--- config.mk ---
export PLATFORM = sky130hd
export DESIGN_NAME = conv_ram_seq
export DESIGN_NICKNAME = d
export VERILOG_FILES = /design/src/rtl/conv_ram_seq.sv
export SDC_FILE = /design/constraint.sdc
export NUM_CORES = 1
export LEC_CHECK = 0
export BUFFER_PORTS_ARGS = -buffer_cell sky130_fd_sc_hd__buf_2
export CORE_AREA = 5 5 123 90
export CTS_CLUSTER_SIZE = 40
export DETAILED_ROUTE_END_ITERATION = 6
export DIE_AREA = 0 0 128 95
export GPL_TIMING_DRIVEN = 0
export PLACE_DENSITY = 0.87
export SKIP_CTS_REPAIR_TIMING = 1
export SYNTH_ARGS = -nofsm -noshare
export SYNTH_HDL_FRONTEND = slang
export SYNTH_SLANG_ARGS = --single-unit
--- constraint.sdc ---
create_clock -name clk -period 3 [get_ports clk]
set_clock_uncertainty 0.05 [all_clocks]
set_input_delay 0.15 -clock clk [delete_from_list [all_inputs] [get_ports clk]]
set_output_delay 0.15 -clock clk [all_outputs]
set_load 0.02 [all_outputs]
--- src/rtl/conv_ram_seq.sv ---
// Sequencer for the convolution pixel SRAM: LOAD writes a pixel stream to consecutive addresses,
// READ streams the words back through a 2-entry buffer that absorbs read latency and backpressure.
module conv_ram_seq #(
  parameter int ADDR_WIDTH = 10,
  parameter int DATA_WIDTH = 8,
  parameter int DEPTH      = 1024
) (
  input  logic                  clk,
  input  logic                  rst,
  input  logic [ADDR_WIDTH:0]   cfg_len,
  input  logic                  load_start,
  input  logic                  read_start,
  output logic                  busy,
  output logic                  done,
  input  logic                  in_valid,
  output logic                  in_ready,
  input  logic [DATA_WIDTH-1:0] in_data,
  output logic                  out_valid,
  input  logic                  out_ready,
  output logic [DATA_WIDTH-1:0] out_data,
  output logic                  out_last,
  output logic                  ram_write_en,
  output logic                  ram_read_en,
  output logic [ADDR_WIDTH-1:0] ram_addr,
  output logic [DATA_WIDTH-1:0] ram_wdata,
  input  logic [DATA_WIDTH-1:0] ram_rdata
);

  localparam int CW = ADDR_WIDTH + 1;
  localparam logic [CW-1:0] DEPTH_C = CW'(DEPTH);
  localparam logic [CW-1:0] ONE_C   = CW'(1);

  typedef enum logic [1:0] {IDLE, LOAD, READ} state_t;

  state_t                state_q;
  logic [CW-1:0]         len_q;
  logic [CW-1:0]         wcnt_q;
  logic [CW-1:0]         rcnt_q;
  logic [CW-1:0]         ocnt_q;
  logic                  done_q;
  logic                  inflight_q;
  logic [1:0]            count_q;
  logic                  rd_ptr_q;
  logic                  wr_ptr_q;
  logic [ADDR_WIDTH-1:0] addr_q;
  logic [DATA_WIDTH-1:0] wdata_q;
  logic [DATA_WIDTH-1:0] fifo_q [2];

  logic [CW-1:0]         len_d;
  logic [1:0]            count_d;
  logic                  wr_fire;
  logic                  rd_issue;
  logic                  pop;
  logic                  pop_stored;
  logic                  push;
  logic [DATA_WIDTH-1:0] head;

  assign len_d = (cfg_len > DEPTH_C) ? DEPTH_C : cfg_len;

  assign busy     = (state_q != IDLE);
  assign done     = done_q;
  assign in_ready = (state_q == LOAD) && (wcnt_q < len_q);
  assign wr_fire  = in_valid && in_ready;

  // Credit: a read is only issued if its word is guaranteed a buffer slot.
  assign rd_issue = (state_q == READ) && (rcnt_q < len_q) &&
                    (({1'b0, inflight_q} + count_q) < 2'd2);

  // A word returning from the SRAM is visible at the output in its arrival cycle,
  // which keeps the first-pixel latency at two cycles and the stream gap-free.
  assign out_valid  = (count_q != 2'd0) || inflight_q;
  assign head       = (count_q != 2'd0) ? fifo_q[rd_ptr_q] : ram_rdata;
  assign out_data   = out_valid ? head : '0;
  assign out_last   = out_valid && (ocnt_q == len_q - ONE_C);
  assign pop        = out_valid && out_ready;
  assign pop_stored = pop && (count_q != 2'd0);
  assign push       = inflight_q && !(pop && (count_q == 2'd0));

  always_comb begin
    count_d = count_q;
    if (push && !pop_stored) begin
      count_d = count_q + 2'd1;
    end else if (!push && pop_stored) begin
      count_d = count_q - 2'd1;
    end
  end

  assign ram_write_en = wr_fire;
  assign ram_read_en  = rd_issue;
  assign ram_addr     = wr_fire  ? wcnt_q[ADDR_WIDTH-1:0] :
                        rd_issue ? rcnt_q[ADDR_WIDTH-1:0] : addr_q;
  assign ram_wdata    = wr_fire ? in_data : wdata_q;

  always_ff @(posedge clk or posedge rst) begin
    if (rst) begin
      state_q    <= IDLE;
      len_q      <= '0;
      wcnt_q     <= '0;
      rcnt_q     <= '0;
      ocnt_q     <= '0;
      done_q     <= 1'b0;
      inflight_q <= 1'b0;
      count_q    <= 2'd0;
      rd_ptr_q   <= 1'b0;
      wr_ptr_q   <= 1'b0;
      addr_q     <= '0;
      wdata_q    <= '0;
    end else begin
      done_q     <= 1'b0;
      inflight_q <= rd_issue;
      count_q    <= count_d;
      if (push) begin
        wr_ptr_q <= ~wr_ptr_q;
      end
      if (pop_stored) begin
        rd_ptr_q <= ~rd_ptr_q;
      end
      if (wr_fire || rd_issue) begin
        addr_q <= ram_addr;
      end
      if (wr_fire) begin
        wdata_q <= in_data;
      end

      case (state_q)
        IDLE: begin
          if (load_start || read_start) begin
            len_q  <= len_d;
            wcnt_q <= '0;
            rcnt_q <= '0;
            ocnt_q <= '0;
            if (len_d == '0) begin
              done_q <= 1'b1;
            end else if (load_start) begin
              state_q <= LOAD;
            end else begin
              state_q <= READ;
            end
          end
        end
        LOAD: begin
          if (wr_fire) begin
            wcnt_q <= wcnt_q + ONE_C;
            if (wcnt_q == len_q - ONE_C) begin
              state_q <= IDLE;
              done_q  <= 1'b1;
            end
          end
        end
        READ: begin
          if (rd_issue) begin
            rcnt_q <= rcnt_q + ONE_C;
          end
          if (pop) begin
            ocnt_q <= ocnt_q + ONE_C;
          end
          if (pop && out_last) begin
            state_q <= IDLE;
            done_q  <= 1'b1;
          end
        end
        default: state_q <= IDLE;
      endcase
    end
  end

  // Buffer storage is pure data; validity lives in count_q.
  always_ff @(posedge clk) begin
    if (push) begin
      fifo_q[wr_ptr_q] <= ram_rdata;
    end
  end

endmodule

==> results.txt <==
M1 wire length - 5926 um
CP required - 2.80 ns
GRT overflow - 0
Synth area leader - dfrtp_1
Post-route minimum period - 3.153 ns
Tot GR Track Use - 22.33%
Worst Max-Slew Pin Slew - 0.8985 ns
Highest Signal Layer - met4
HPWL Detailed - 9735 um
Design area - 6327 sq um
Layout Nets - 701
VDD IR max - 0.7868 mV
CTS H-tree depth - 3
Num CTS Buffers - 9
Final Setup Violations - 6
Die area - 12160 sq um
Die X - 128 um
# fillers - 795
Max-Cap Viols - 0
Syn_nets - 595
Largest net degree at the start of global routing - 71
CTS tree - yes
Clock sink count - 86
Post-Synthesis Cell Area - 5027 sq um
Post-synthesis sequential area ratio - 44.40%
Routed wire length - 14270 um
Worst r2r src - len_q[0]$_DFFE_PP0P_
Ys flop type - dfrtp_1
Asr flop ratio synth - 81.40%
Clock latency on the worst-skew pair - 0.35 ns
Routed Antenna Nets - 0
Failing checks - negative hold slack, negative setup slack
Number of flops mapped to enable cells by yosys - 16
RSZ-0062 raised after global routing - yes
FP Rows - 31
Hold/Removal Path Class - in -> async
Worst Setup Start Kind - flip-flop
Tot Pwr - 6168 uW
GP Congestion - 0.9549
DP Area - 5520 sq um
Main area contributors after synthesis - dfrtp_1 (35%), edfxtp_1 (9.6%), ha_1 (6.2%)
CORE AREA - 9930 sq um
Pwr dens - 974.9 nW/um^2
Cell count after synthesis - 537
Fraction of layout cells with a size suffix above 1 - 24.38%
First-pass GRT wire length - 21380 um
DR pass1 iterations - 6
Vias - 4604
Die Height - 95 um
Multi-input gate area - 2755 sq um
CP Class - reg -> out
DR WL/cell - 18.30 um
Number of global-route vias before repair - 4439
Area share of the largest cell type after synthesis - 34.84%
Tcrit/Tclk final - 105.1%
Number of synthesis warnings - 0
CTS root buffer - clkbuf_16
Initial antenna violation count - 0
Commonest non-fill, non-tap cell in the layout - nand2_1
Fmax - 317.1 MHz
Register area - 2243 sq um
ANT cells - 0
Count of cell types in the netlist - 53
Fin worst setup slack - -0.1532 ns
Final Hold Fails - 72
IO Count - 66
Reg clk slew, reported paths - 0.06 ns
1st-iter DRT viols - 463
Initial Util - 50.63%
Vias per cell - 5.903
Syn Area/Cell - 9.362 sq um
Max-slew violations - 0
Drc violations - 0
Wire length on met3 - 1152 um
Area Overhead vs Synth - 25.86%
Critical path peak fanout - 4
Final Util - 63.72%
Met2 Wirelength - 6883 um
Port Buf Inserts - 65
Worst setup startpoint - len_q[0]$_DFFE_PP0P_
Most frequent cells in the layout - nand2_1 (68), buf_2 (65), dfrtp_1 (61), nor2_1 (44), a21oi_1 (32)
Clock Tree Buf Depth - 2
Worst EP arrival - 2.95 ns
Pleak - 0.002901 uW
Worst setup EP type - output port
Min Hold Slack - -0.07753 ns
Status - finished with violations
Flops & latches, synth - 86
Slew Limit Headroom - 40.10%
## Yosys cell counts, types with 13 or more instances
master	number
a21oi_1	33
clkbuf_1	23
dfrtp_1	70
edfxtp_1	16
ha_1	25
inv_1	21
mux2i_1	20
nand2_1	68
nand3_1	26
nor2_1	47
o21ai_0	28
xnor2_1	30
xor2_1	13
## stage by stage
step / setup slack (ns) / setup TNS [ns] / std cells
detailed placement: -0.4953 / -12.18 / 734
finish: -0.1532 / -0.3520 / 780
global route: -0.2087 / -0.9257 / 780
floorplan: 0.1021 / 0 / 537
global placement: -0.3175 / -5.770 / 734
CTS: -0.8686 / -20.36 / 750
## per-layer routing
layer	vias to the layer above	global-route usage, %
met3	34	5.540
li1	2122	-
met1	2228	29.81
met2	220	35.84
met5	-	0
met4	0	7.509
## critical path: stages, from the launching register on
cell and delay [ns]:
dfrtp_2 0.45, inv_2 0.09, ha_4 0.16, or3b_4 0.41, xnor2_2 0.17, o211ai_1 0.11, or4b_4 0.49, or4_4 0.46
nor2_4 0.14, buf_6 0.12
## layout make-up
cell class / count / share of cell area [%]
clock inverters: 6 / 1.147
plain buffers: 25 / 2.215
clock buffers: 10 / 3.619
repair buffers: 97 / 10.09
inverters: 21 / 1.325
multi-input cells: 403 / 43.54
well taps: 132 / 2.610
flip-flops and latches: 86 / 35.46
## registers in the layout, summed over array words and instances, names as in the netlist, 2 cells and up
signal and cells:
state_q 2, fifo_q 16, wdata_q 8, count_q 2
ocnt_q 11, wcnt_q 11, rcnt_q 11, addr_q 10
len_q 11
## cells by family after synthesis
| family | synth area share (%) |
|---|---|
| xor gates and xnor gates | 7.939 |
| muxes | 3.982 |
| and+or+nand+nor | 20.66 |
| buffers and inverters | 3.683 |
| AOI/OAI and AO/OA | 13.12 |
| DFF | 44.40 |
| adders and majority gates | 6.222 |
## final timing paths
check	endpoint	slack [ns]	depth (start not counted)
min in group clk	wdata_q[5]$_DFF_PP0_	-0.03	3
max in group asynchronous	len_q[0]$_DFFE_PP0P_	2.31	2
min	wr_ptr_q$_DFFE_PP0P_	-0.08	2
min reg2reg	wdata_q[1]$_DFF_PP0_	0.43	2
max reg2reg	done$_DFF_PP0_	-0.11	9
max	out_last	-0.15	9
## power breakdown
part / internal [uW] / total, uW / switching (uW)
Clock: 651 / 1130 / 483
Combinational: 1300 / 3340 / 2040
Sequential: 1450 / 1690 / 241
Total: 3400 / 6170 / 2770
Note: power is estimated with default switching activity, not from simulation.
